**src/rtl/seg_scan_decoder.sv**
```systemverilog
// ---------------------------------------------------------------------------
// seg_scan_decoder
//   Watches a multiplexed, active-low 7-segment display bus and recovers the
//   digit shown at each of the 8 positions.
//
//   A (an_in, seg_in) pair has to stay identical for STABLE_CYC consecutive
//   rising edges before it is trusted. The capture itself happens on the edge
//   after that, and it decodes the stored stable copy of the pair.
//
//   Optional feature (compile-time macro SEG_DEC_DP_EN):
//     defined   - the decimal point (seg_in[0]) is captured into dp_out.
//     undefined - seg_in[0] is ignored completely and dp_out stays 8'h00.
//
//   Parameters
//     STABLE_CYC  consecutive identical samples needed before capture (2..15)
//
//   Ports
//     clk         clock; all state changes on its rising edge
//     rst         asynchronous active-high reset
//     seg_in[7:0] active-low segments: bit7..bit1 = a..g, bit0 = dp
//     an_in[7:0]  active-low digit select; a sample is legal only when
//                 exactly one bit is low
//     digits      captured 4-bit codes; position i at [4i+3:4i].
//                 0-9 are digits, F is blank, E is an unrecognised pattern
//     valid       bit i set once position i has been captured since reset
//     err         bit i set when the last capture of position i was an
//                 unrecognised pattern
//     dp_out      bit i = decimal point lit in the last capture of position i
//     frame_done  one-cycle pulse once all 8 positions have been captured
//                 since the previous pulse
// ---------------------------------------------------------------------------

// Storage for one display position. It loads on its own capture strobe.
module seg_pos_slot (
  input  logic       clk,
  input  logic       rst,
  input  logic       cap,
  input  logic [3:0] cap_code,
  input  logic       cap_err,
  input  logic       cap_dp,
  output logic [3:0] digit,
  output logic       vld,
  output logic       err,
  output logic       dp
);
  always_ff @(posedge clk or posedge rst) begin
    if (rst) begin
      digit <= 4'hF;
      vld   <= 1'b0;
      err   <= 1'b0;
      dp    <= 1'b0;
    end else if (cap) begin
      digit <= cap_code;
      vld   <= 1'b1;
      err   <= cap_err;
      dp    <= cap_dp;
    end
  end
endmodule

module seg_scan_decoder #(
  parameter int STABLE_CYC = 4
) (
  input  logic        clk,
  input  logic        rst,
  input  logic [7:0]  seg_in,
  input  logic [7:0]  an_in,
  output logic [31:0] digits,
  output logic [7:0]  valid,
  output logic [7:0]  err,
  output logic [7:0]  dp_out,
  output logic        frame_done
);
  localparam int         NUM_POS = 8;
  localparam logic [3:0] STABLE  = 4'(STABLE_CYC);

  typedef enum logic [1:0] {IDLE, TRACK, HOLD} state_t;

  state_t             state;
  logic [3:0]         run_cnt;
  logic [7:0]         prev_an;
  logic [7:0]         prev_seg;
  logic [NUM_POS-1:0] frame_mask;

  // When the dp feature is off, bit 0 is forced to 1 (unlit). The dp bit
  // then cannot break a stable run or change what gets stored.
  logic [7:0] seg_eff;
`ifdef SEG_DEC_DP_EN
  assign seg_eff = seg_in;
`else
  assign seg_eff = {seg_in[7:1], seg_in[0] | 1'b1};
`endif

  // Legal when exactly one position is selected.
  // Test: a nonzero one-hot vector clears to zero under x & (x-1).
  logic [7:0] an_act;
  logic       legal;
  logic       same;
  assign an_act = ~an_in;
  assign legal  = (an_act != 8'h00) && ((an_act & (an_act - 8'h01)) == 8'h00);
  assign same   = legal && (an_in == prev_an) && (seg_eff == prev_seg);

  // A full run has been seen. This edge captures the stored pair.
  logic cap_now;
  assign cap_now = (state == TRACK) && (run_cnt == STABLE);

  // Decode the stored segment pattern into a code and an error flag.
  logic [3:0] cap_code;
  logic       cap_err;
  always_comb begin
    cap_err = 1'b0;
    case (prev_seg[7:1])
      7'b0000001: cap_code = 4'h0;
      7'b1001111: cap_code = 4'h1;
      7'b0010010: cap_code = 4'h2;
      7'b0000110: cap_code = 4'h3;
      7'b1001100: cap_code = 4'h4;
      7'b0100100: cap_code = 4'h5;
      7'b0100000: cap_code = 4'h6;
      7'b0001111: cap_code = 4'h7;
      7'b0000000: cap_code = 4'h8;
      7'b0000100: cap_code = 4'h9;
      7'b1111111: cap_code = 4'hF;
      default: begin
        cap_code = 4'hE;
        cap_err  = 1'b1;
      end
    endcase
  end

  logic cap_dp;
`ifdef SEG_DEC_DP_EN
  assign cap_dp = ~prev_seg[0];
`else
  assign cap_dp = 1'b0;
`endif

  // Only the position named by the stored select is strobed.
  logic [NUM_POS-1:0] cap_sel;
  assign cap_sel = cap_now ? ~prev_an : '0;

  // Sampling state machine. The capture is decoded from prev_*, so on a
  // capture edge the next state depends only on the current sample.
  always_ff @(posedge clk or posedge rst) begin
    if (rst) begin
      state    <= IDLE;
      run_cnt  <= 4'd0;
      prev_an  <= 8'hFF;
      prev_seg <= 8'hFF;
    end else begin
      case (state)
        IDLE: begin
          if (legal) begin
            state    <= TRACK;
            run_cnt  <= 4'd1;
            prev_an  <= an_in;
            prev_seg <= seg_eff;
          end
        end
        TRACK: begin
          if (!legal) begin
            state   <= IDLE;
            run_cnt <= 4'd0;
          end else if (same) begin
            // Held through the capture edge: the count stays saturated.
            if (cap_now) state   <= HOLD;
            else         run_cnt <= (run_cnt < STABLE) ? run_cnt + 4'd1 : run_cnt;
          end else begin
            run_cnt  <= 4'd1;
            prev_an  <= an_in;
            prev_seg <= seg_eff;
          end
        end
        HOLD: begin
          if (!legal) begin
            state   <= IDLE;
            run_cnt <= 4'd0;
          end else if (!same) begin
            state    <= TRACK;
            run_cnt  <= 4'd1;
            prev_an  <= an_in;
            prev_seg <= seg_eff;
          end
        end
        default: begin
          state   <= IDLE;
          run_cnt <= 4'd0;
        end
      endcase
    end
  end

  // Frame tracking. The capture that fills the mask pulses frame_done and
  // empties the mask on the same edge.
  always_ff @(posedge clk or posedge rst) begin
    if (rst) begin
      frame_mask <= '0;
      frame_done <= 1'b0;
    end else if (cap_now) begin
      if ((frame_mask | cap_sel) == {NUM_POS{1'b1}}) begin
        frame_mask <= '0;
        frame_done <= 1'b1;
      end else begin
        frame_mask <= frame_mask | cap_sel;
        frame_done <= 1'b0;
      end
    end else begin
      frame_done <= 1'b0;
    end
  end

  // One storage slot per display position.
  for (genvar i = 0; i < NUM_POS; i++) begin : g_pos
    seg_pos_slot u_slot (
      .clk      (clk),
      .rst      (rst),
      .cap      (cap_sel[i]),
      .cap_code (cap_code),
      .cap_err  (cap_err),
      .cap_dp   (cap_dp),
      .digit    (digits[4*i +: 4]),
      .vld      (valid[i]),
      .err      (err[i]),
      .dp       (dp_out[i])
    );
  end

endmodule

```
**config.mk**
```make
export PLATFORM = sky130hd
export DESIGN_NAME = seg_scan_decoder
export DESIGN_NICKNAME = d
export VERILOG_FILES = /design/src/rtl/seg_scan_decoder.sv
export SDC_FILE = /design/constraint.sdc
export NUM_CORES = 1
export LEC_CHECK = 0
export BUFFER_PORTS_ARGS = -buffer_cell sky130_fd_sc_hd__buf_2
export CAP_MARGIN = 20
export CORE_AREA = 2 2 108 110
export CTS_CLUSTER_DIAMETER = 100
export CTS_CLUSTER_SIZE = 12
export DETAILED_ROUTE_END_ITERATION = 16
export DIE_AREA = 0 0 110 112
export PLACE_DENSITY_LB_ADDON = 0.3
export RECOVER_POWER = 25
export SETUP_SLACK_MARGIN = 0.15
export SYNTH_ARGS = -nofsm -noshare
export SYNTH_HDL_FRONTEND = slang
export SYNTH_HIERARCHICAL = 1
export SYNTH_SLANG_ARGS = --single-unit
```
**constraint.sdc**
```tcl
create_clock -name clk -period 4.08 [get_ports clk]
set_clock_uncertainty 0.1 [all_clocks]
set_input_delay 0.816 -clock clk [delete_from_list [all_inputs] [get_ports clk]]
set_output_delay 0.816 -clock clk [all_outputs]
set_load 0.02 [all_outputs]
```
==> impl_metrics.csv <==
group,metric,value,unit
timing,min_period_over_period,0.6940,
clock_network,postCtsSetupRepairBufs,0,
logic_synthesis,yosysMostFrequentCell,"mux2_4",
power,cellPowerDensity,509.9,nW/µm²
logic_synthesis,async_flop_share,1.000,
critical_path,ff2ff_setup_slack,1.25,ns
die,die_area,12320,µm²
place,dp_hpwl,6543,µm
timing,maxSlewHeadroom,0.3062,
timing,tns,0,ns
grt,antenna_found_initial,0,
grt,grt_usage,0.1542,
cells_and_area,final_util,0.4610,
timing,fin_crit,2.831,ns
clock_network,htreeDepth,3,
critical_path,start_kind,"flop",
hold_path,hp-class,"flop to flop",
cells_and_area,design_area,5151,µm²
place,portBuffers,73,
timing,fin_hold_ws,0.3663,ns
grt,grt_pass1_vias,2729,
routing,drt_pass1_iterations,4,
critical_path,worstPathRequired,4.27,ns
cells_and_area,final_nets,441,
routing,antenna_left,0,
critical_path,cp_top_family,"compound AO/OA/AOI/OAI gates",
critical_path,path_cells,"or3_1 > a21oi_1 > o21ai_0 > nand2_1 > a21oi_1 > a221o_1 > mux2_4",
clock_network,cts_tree,"yes",
die,coreArea,11170,µm²
logic_synthesis,syn_avg_cell_area,12.88,µm²
clock_network,postCtsHoldBufs,0,
logic_synthesis,synth-seq-cells,86,
power,leakagePower,2.506,nW
clock_network,insertion_delay,0.34,ns
die,fp.dieW,110,µm
grt,grt_start_max_net_pins,25,
routing,wl,8892,µm
die,chipHeight,112,µm
routing,vias_per_cell,4.892,
critical_path,critPathBufInv,0,
die,initial_core_util,0.3929,
critical_path,slowest_stage,"a21oi_1",
clock_network,cts-buffers-inserted,9,
place,gp_congestion,0.8302,
hold_path,whs_path_depth,1,
power,ir_worst_vdd,0.2248,mV
clock_network,postCtsResizedCells,0,
logic_synthesis,synth_area_leaders,"dfstp_2, dfrtp_1, mux2_4, nor2_1, xor2_1",
critical_path,worstReg2RegEnd,"g_pos[4].u_slot/digit[3]",
outcome,status,"complete, no violations",
critical_path,cp_max_fo,14,
place,dpl_cell_area,4836,µm²
logic_synthesis,synth_area,4390,µm²
hold_path,holdPathEnd,"g_pos[5].u_slot/vld",
logic_synthesis,synthCells,341,
logic_synthesis,synth_cell_types,55,
logic_synthesis,synth_area_leader_cell,"dfstp_2",
logic_synthesis,synthDominantCellAreaShare,0.2813,
clock_network,root_buffer,"clkbuf_16",
timing,clock.fmax,353.2,MHz
critical_path,setup.worst_path.start,"prev_seg[5]",
critical_path,r2r.worst_path.cells,7,
critical_path,cp_slowest_stage_delay,0.82,ns
power,power.total,2.626,mW
routing,vias,2764,
cells_and_area,drive_gt1_frac,0.5142,
timing,finalMaxSlewViolations,0,
die,ios,75,
critical_path,cp_data_arrival_time,3.02,ns
cells_and_area,insertedDiodeCount,0,
critical_path,cpMostUsedCell,"a21oi_1",
critical_path,crit_type,"flop to flop",
cells_and_area,syn2layout_area_growth,17.33,%
critical_path,worstSetupEndpointType,"flop",
timing,worstMarginPinSlew,1.041,ns
timing,rsz0062_at_grt,"false",
timing,finalHoldViolations,0,
logic_synthesis,synth_edf_count,0,
grt,grt_first_pass_wirelength,14430,µm
routing,routedWlPerCell,15.74,µm
logic_synthesis,yosysSeqAreaShare,0.5036,
routing,detail_route.iter0.violations,164,
timing,setup_viol,0,
logic_synthesis,ys_warn_count,6,
job,max-cap-violations,0,
logic_synthesis,synth-main-ff-cell,"dfstp_2",
grt,grt-ovfl-total,0,
routing,drc,0,
logic_synthesis,synth_commonest_cells,"mux2_4, dfstp_2, dfrtp_1, nor2_1, inv_1",
clock_network,clockBufferDepth,2,
hold_path,hold_path_startpoint,"g_pos[5].u_slot/vld",
die,num_rows,39,
critical_path,r2r_start,"prev_seg[5]",
clock_network,clk_pin_slew,0.06,ns
clock_network,cts.sinks,86,
-- where the power goes --
| group | switching, mW | internal [mW] |
|---|---|---|
| Sequential | 0.150 | 0.986 |
| Clock | 0.356 | 0.503 |
| Combinational | 0.369 | 0.263 |
-- cell families after synthesis --
family | after synthesis | share of synthesized area
flip-flops | 86 | 0.5036
AND/OR/NAND/NOR | 84 | 0.1137
multiplexers | 66 | 0.2189
buffers and inverters | 44 | 0.05500
AO/OA/AOI/OAI | 39 | 0.05928
XOR/XNOR | 15 | 0.03163
adder cells (fa/ha/maj) | 6 | 0.01710
other | 1 | 0.0008541
-- final cells by class --
| cell class | count | area, µm² |
|---|---|---|
| clock buffer | 10 | 239.0 |
| clock inverter | 6 | 77.57 |
| fill | 1028 | 6023 |
| inverter | 27 | 101.3 |
| multi-input combinational | 218 | 1964 |
| sequential | 86 | 2211 |
| tap | 143 | 178.9 |
| timing repair buffer | 75 | 379.1 |
-- worst reg2reg max path: stages (launching register included) --
cell	delay, ns
dfstp_2	0.66
or3_1	0.15
a21oi_1	0.05
o21ai_0	0.17
nand2_1	0.08
a21oi_1	0.82
a221o_1	0.51
mux2_4	0.24
-- state kept, by name (all words and copies together), names as in the netlist --
name / cells
g_pos.u_slot/err: 8
frame_mask: 8
state: 2
g_pos.u_slot/digit: 32
g_pos.u_slot/vld: 8
run_cnt: 4
frame_done: 1
prev_seg: 7
g_pos.u_slot/dp: 8
prev_an: 8
-- worst max path at each step --
stage,to,cells past startpoint
floorplan,prev_an[0],7
global placement,prev_an[7],7
detailed placement,prev_an[7],7
CTS,g_pos[4].u_slot/digit[3],7
global route,g_pos[1].u_slot/digit[3],7
finish,g_pos[4].u_slot/digit[3],7
-- placed cells by master, fill, tap and decap left out, types with 3 or more instances in the layout --
cell / n
dfstp_2: 47
conb_1: 8
nor4_4: 3
or3_1: 3
nand2b_1: 3
o21ai_0: 8
xor2_1: 14
o22ai_1: 3
nand2_1: 8
clkbuf_16: 9
mux2_2: 5
buf_2: 72
nor3_1: 5
ha_1: 6
nand3_1: 3
dfrtp_1: 39
or2_2: 9
mux2i_1: 3
nor2_1: 33
nand4b_1: 4
a31oi_1: 3
o211ai_1: 3
mux2_4: 56
inv_1: 26
a21oi_1: 8
-- per-stage QoR --
stage	cells	setup WS [ns]
6_report	565	1.249
3_3_place_gp	549	1.156
4_1_cts	565	1.182
2_1_floorplan	348	1.720
5_1_grt	565	1.027
3_5_place_dp	549	1.142
-- layer usage --
layer / global-route usage / vias up / share of wire
li1: - / 1323 / -
met1: 0.2273 / 1347 / 0.50
met2: 0.2164 / 81 / 0.43
met3: 0.03396 / 13 / 0.056
met4: 0.06582 / 0 / 0.020
met5: 0 / - / 0
Note: power is estimated with default switching activity, not from simulation.
